==> config.mk <==
export PLATFORM = sky130hd
export DESIGN_NAME = reg_file_param
export DESIGN_NICKNAME = d
export VERILOG_FILES = /design/src/rtl/reg_file_pkg.sv /design/src/rtl/reg_file_clr_seq.sv /design/src/rtl/reg_file_param.sv
export SDC_FILE = /design/constraint.sdc
export NUM_CORES = 1
export LEC_CHECK = 0
export ABC_AREA = 1
export BUFFER_PORTS_ARGS = -buffer_cell sky130_fd_sc_hd__buf_2
export CORE_MARGIN = 1
export CORE_UTILIZATION = 40
export CTS_CLUSTER_DIAMETER = 40
export DETAILED_ROUTE_END_ITERATION = 7
export MAX_ROUTING_LAYER = met4
export PLACE_DENSITY = 0.56
export SLEW_MARGIN = 20
export SYNTH_ARGS = -nofsm -noshare
export SYNTH_HDL_FRONTEND = slang
export SYNTH_SLANG_ARGS = --single-unit
==> constraint.sdc <==
create_clock -name clk -period 31.9 [get_ports clk]
set_input_delay 9.57 -clock clk [delete_from_list [all_inputs] [get_ports clk]]
set_output_delay 9.57 -clock clk [all_outputs]
set_load 0.01 [all_outputs]
==> src/rtl/reg_file_pkg.sv <==
// reg_file_pkg: shared definitions for the reg_file_param register file.
//   state_t    - clear-sweep FSM states (IDLE, CLEAR)
//   DEF_*      - default parameter values used by reg_file_param and
//                reg_file_clr_seq
package reg_file_pkg;

  typedef enum logic {
    IDLE  = 1'b0,
    CLEAR = 1'b1
  } state_t;

  localparam int DEF_DATA_W = 32;
  localparam int DEF_ADDR_W = 3;
  localparam int DEF_IMM_W  = 8;

endpackage

==> src/rtl/reg_file_clr_seq.sv <==
// reg_file_clr_seq: sequencer for the register-file clear sweep.
// On a rising edge with clr=1 in IDLE it enters CLEAR with the sweep counter
// at 1, then walks the counter up to DEPTH-1, requesting one entry clear per
// cycle. Entry 0 is never stored, so the sweep takes exactly DEPTH-1 cycles.
// Ports:
//   clk, rst   - clock, asynchronous active-high reset
//   clr        - start a sweep (sampled in IDLE only)
//   busy       - high in every CLEAR cycle
//   clr_done   - one-cycle pulse on the final sweep cycle
//   clr_en     - zero the entry at clr_addr on the next rising edge
//   clr_addr   - entry being cleared this cycle
module reg_file_clr_seq
  import reg_file_pkg::*;
#(
  parameter int ADDR_W = DEF_ADDR_W
) (
  input  logic              clk,
  input  logic              rst,
  input  logic              clr,
  output logic              busy,
  output logic              clr_done,
  output logic              clr_en,
  output logic [ADDR_W-1:0] clr_addr
);

  // Last entry index; the terminal test stops here so the counter never wraps.
  localparam logic [ADDR_W-1:0] LAST = '1;

  state_t            state, state_nxt;
  logic [ADDR_W-1:0] cnt, cnt_nxt;

  always_ff @(posedge clk or posedge rst) begin
    if (rst) begin
      state <= IDLE;
      cnt   <= '0;
    end else begin
      state <= state_nxt;
      cnt   <= cnt_nxt;
    end
  end

  always_comb begin
    state_nxt = state;
    cnt_nxt   = cnt;
    busy      = 1'b0;
    clr_done  = 1'b0;
    unique case (state)
      IDLE: begin
        if (clr) begin
          state_nxt = CLEAR;
          cnt_nxt   = ADDR_W'(1);
        end
      end
      CLEAR: begin
        busy = 1'b1;
        if (cnt == LAST) begin
          clr_done  = 1'b1;
          state_nxt = IDLE;
        end else begin
          cnt_nxt = cnt + ADDR_W'(1);
        end
      end
      default: state_nxt = IDLE;
    endcase
  end

  assign clr_en   = busy;
  assign clr_addr = cnt;

endmodule

==> src/rtl/reg_file_param.sv <==
// reg_file_param: parameterised 2-read/1-write register file with entry 0
// hardwired to zero, an immediate substitute on read port 2, and a
// sequential clear sweep.
// Optional feature: define REG_FILE_BYPASS_EN to forward an accepted write
// (wd3) combinationally to any read port addressing the same entry.
// Ports:
//   clk, rst      - clock, asynchronous active-high reset (zeroes all entries)
//   we3, a3, wd3  - write port; ignored while the clear sweep runs
//   a1 -> rd1     - read port 1, zero when a1=0
//   a2, i2 -> rd2 - read port 2; a2=0 selects i2 zero-extended
//   clr           - start a clear sweep of entries 1..DEPTH-1
//   busy          - clear sweep running
//   clr_done      - pulse on the last sweep cycle
module reg_file_param
  import reg_file_pkg::*;
#(
  parameter int DATA_W = DEF_DATA_W,
  parameter int ADDR_W = DEF_ADDR_W,
  parameter int IMM_W  = DEF_IMM_W
) (
  input  logic              clk,
  input  logic              rst,
  input  logic              we3,
  input  logic [ADDR_W-1:0] a1,
  input  logic [ADDR_W-1:0] a2,
  input  logic [ADDR_W-1:0] a3,
  input  logic [DATA_W-1:0] wd3,
  input  logic [IMM_W-1:0]  i2,
  input  logic              clr,
  output logic [DATA_W-1:0] rd1,
  output logic [DATA_W-1:0] rd2,
  output logic              busy,
  output logic              clr_done
);

  localparam int DEPTH = 2 ** ADDR_W;

  // Entry 0 is never written and resets to zero, so it folds to a constant.
  logic [DATA_W-1:0] mem [DEPTH];
  logic              clr_en;
  logic [ADDR_W-1:0] clr_addr;
  logic              wr_ok;

  reg_file_clr_seq #(
    .ADDR_W (ADDR_W)
  ) u_clr_seq (
    .clk      (clk),
    .rst      (rst),
    .clr      (clr),
    .busy     (busy),
    .clr_done (clr_done),
    .clr_en   (clr_en),
    .clr_addr (clr_addr)
  );

  // Writes are dropped (not stalled) while the sweep runs.
  assign wr_ok = we3 && (a3 != '0) && !busy;

  // A write and a sweep clear never coincide: writes need IDLE, clears need CLEAR.
  always_ff @(posedge clk or posedge rst) begin
    if (rst) begin
      for (int i = 0; i < DEPTH; i++) mem[i] <= '0;
    end else begin
      if (clr_en) mem[clr_addr] <= '0;
      if (wr_ok)  mem[a3]       <= wd3;
    end
  end

  always_comb begin
    rd1 = (a1 == '0) ? '0 : mem[a1];
    rd2 = (a2 == '0) ? DATA_W'(i2) : mem[a2];
`ifdef REG_FILE_BYPASS_EN
    // wr_ok implies a3 != 0, so a matching address is never entry 0.
    if (wr_ok && (a1 == a3)) rd1 = wd3;
    if (wr_ok && (a2 == a3)) rd2 = wd3;
`else
`endif
  end

endmodule

==> results by group <==
Power
  – Pwr/cell area: 78.1 nW/um2
  – Leakage: 10.0 nW
  – Switching pwr: 0.000526 W
  – Pint: 0.000937 W
  – Sw Ratio: 36.0%
  – Logic pwr share: 29.7%
  – Seq pwr share: 29.9%
  – Clock power frac: 40.4%
  – Max VDD drop: 42.1 uV

STA
  – RSZ-0062 raised after global routing: no
  – Final min period: 22.00 ns
  – Fin Hold WS: 0.487 ns
  – Tcrit/Tclk final: 69.0%
  – Skew final: 0.0192 ns
  – Setup TNS: 0 ns
  – Final setup viols: 0
  – Slew @ Worst Pin: 1.12 ns
  – Endpoints failing hold: 0
  – Worst relative slew slack: 25.3%
  – Fmax: 45.4 MHz
  – Final number of max-transition violations: 0

Clocking
  – Post-CTS sizing: 0
  – Clock sink total: 260
  – H-tree levels: 2
  – Clock root buffer: clkbuf_16
  – Worst-Skew Late Latency: 0.60 ns
  – Post-CTS setup buffers: 0
  – CTS buffer count: 53
  – Max clock buf depth: 3
  – CTS tree: done
  – Clock transition at path regs: 0.05 ns
  – Post-CTS Hold Buffers: 0

Routing
  – Drt total wl: 55,500 um
  – DR vias: 15,823
  – Iter 0 DRT Violations: 1,198
  – Detail-routed via count per cell: 5.07
  – DRC viols: 0
  – Initial DRT Pass Iterations: 5
  – Antenna Violating Nets Remaining: 0
  – Routed WL per cell: 17.8 um

Cells and area
  – Reg area: 6510 um2
  – Fin util: 47.1%
  – Area of the multi-input gates: 7710 um2
  – Number of antenna diodes: 0
  – Area Overhead vs Synth: 15.8%
  – Fillers: 4,221
  – Most frequent cells in the layout: 817 x nand2_1, 371 x nor2_1, 306 x nand3_1, 296 x inv_1, 260 x dfrtp_1
  – Layout cell share with drive strength beyond 1: 11.1%
  – Commonest non-fill, non-tap cell in the layout: nand2_1
  – Non-Filler Instances: 3,122
  – Nets: 2,608

Setup path
  – WS Path Type: in2out
  – Crit path DAT: 12.43 ns
  – Worst Path Required: 22.33 ns
  – Startpoint types: primary input
  – CP endpoint kind: primary output
  – Crit-path max FO: 57

Placed design
  – GP Congestion: 0.805
  – Dpl cells: 3,023
  – Port bufs: 118
  – DP HPWL: 28,700 um

Yosys
  – Mapped Avg Cell Area: 6.41 um2
  – Yosys reg bits: 260
  – Total number of yosys warnings: 0
  – Register area share after synthesis: 40.2%
  – Post-synthesis cell area: 16,200 um2
  – Syn_nets: 2,579
  – Library cells used by synthesis: 24
  – Cells after Synth: 2,524

Floorplanning
  – Initial core utilization: 40.6%
  – DIE AREA: 41,300 um2
  – Io pins: 119
  – Core footprint: 39,800 um2
  – Row cnt: 73
  – Die width: 203 um
  – Die height: 203 um

GRT
  – Grt total ovfl: 0
  – Initial antenna violation count: 0
  – Largest net degree at the start of global routing: 156
  – Tot GR Track Use: 28.1%
  – First-pass GRT wire length: 87,200 um
  – Vias in the first global route: 15,242

Run
  – # Max-Cap Violations: 0

Status
  – Outcome: complete, no violations

Hold path
  – Hold WC Path Type: reg2reg
-- cells in the mapped netlist --
| master | count | area, um2 |
|---|---|---|
| nand2_1 | 817 | 3070 |
| nor2_1 | 375 | 1410 |
| nand3_1 | 306 | 1530 |
| inv_1 | 299 | 1120 |
| dfrtp_1 | 260 | 6510 |
| o21ai_1 | 137 | 686 |
| o21ai_0 | 90 | 450 |
| buf_2 | 77 | 385 |
| clkbuf_1 | 50 | 188 |
| a21oi_1 | 24 | 120 |
| o21ai_2 | 24 | 210 |
| buf_1 | 20 | 75.1 |
| buf_6 | 20 | 225 |
| nor2_2 | 6 | 37.5 |
| nand3_2 | 4 | 40.0 |
| inv_2 | 3 | 11.3 |
| nand2_4 | 3 | 33.8 |
| buf_4 | 2 | 15.0 |
| ha_1 | 2 | 25.0 |
| clkinv_1 | 1 | 3.75 |
| nand2_2 | 1 | 6.26 |
| nand4_2 | 1 | 12.5 |
| nor2_4 | 1 | 11.3 |
| nor3_4 | 1 | 16.3 |
-- flip-flops by register name, indices dropped and copies added (netlist names) --
| signal | cells |
|---|---|
| u_clr_seq.state | 1 |
| u_clr_seq.clr_addr | 3 |
| mem | 256 |
-- power by group through the flow --
stage	registers (W)	clock network [W]	logic, W
floorplan	0.000436	0	0.000314
global placement	0.000440	0	0.000422
detailed placement	0.000443	0	0.000432
CTS	0.000438	0.000600	0.000434
global route	0.000446	0.000616	0.000493
finish	0.000438	0.000592	0.000434
-- logic make-up (layout without fill, tap and decap cells) --
kind of cell | after synthesis | count (layout) | share of synthesized area (%)
flops | 260 | 260 | 40.2
simple gates | 1515 | 1515 | 38.1
buf+inv | 472 | 545 | 12.5
fa+ha+maj | 2 | 2 | 0.155
compound gates | 275 | 275 | 9.06
-- final timing paths --
check	startpoint	end	slack (ns)	cells past startpoint
min in group asynchronous	rst	mem[255]$_DFF_PP0_	9.10	2
max in group asynchronous	rst	mem[140]$_DFF_PP0_	21.42	3
min	mem[224]$_DFF_PP0_	mem[224]$_DFF_PP0_	0.49	2
min reg2reg	mem[224]$_DFF_PP0_	mem[224]$_DFF_PP0_	0.49	2
max reg2reg	u_clr_seq.state$_DFF_PP0_	mem[161]$_DFF_PP0_	29.54	6
max	a2[2]	rd2[20]	9.90	7
-- per-stage QoR --
stage	total power, W	setup WS, ns	area (um2)
final	0.00146	9.90	18700
after global routing	0.00155	9.78	18700
after CTS	0.00147	9.99	18700
after detailed placement	0.000875	10.0	16800
after global placement	0.000863	10.0	16800
after floorplan	0.000750	11.83	16200
-- per-layer routing --
metal  vias to the layer above  share of wire, %  global-route usage (%)
li1                       7864                 -                       -
met4                         0               2.4                    8.57
met2                       495                46                    44.1
met3                       101               6.0                    3.90
met1                      7363                46                    37.5
met5                         -                 0                       -
-- layout make-up --
type                       count  share of cell area (%)
clock buffer                  64                    7.63
clock inverter                35                    2.48
inverter                     303                    6.16
multi-input combinational   1792                    41.2
sequential                   260                    34.7
tap                          525                    3.51
timing repair buffer         143                    4.35
-- critical path: stages --
cell	delay [ns]
buf_2	0.08
buf_4	0.68
clkinv_1	0.65
nand3_2	0.80
nand2_1	0.11
nor2_1	0.29
buf_2	0.20
No activity file was read; power rests on OpenSTA's default activity.
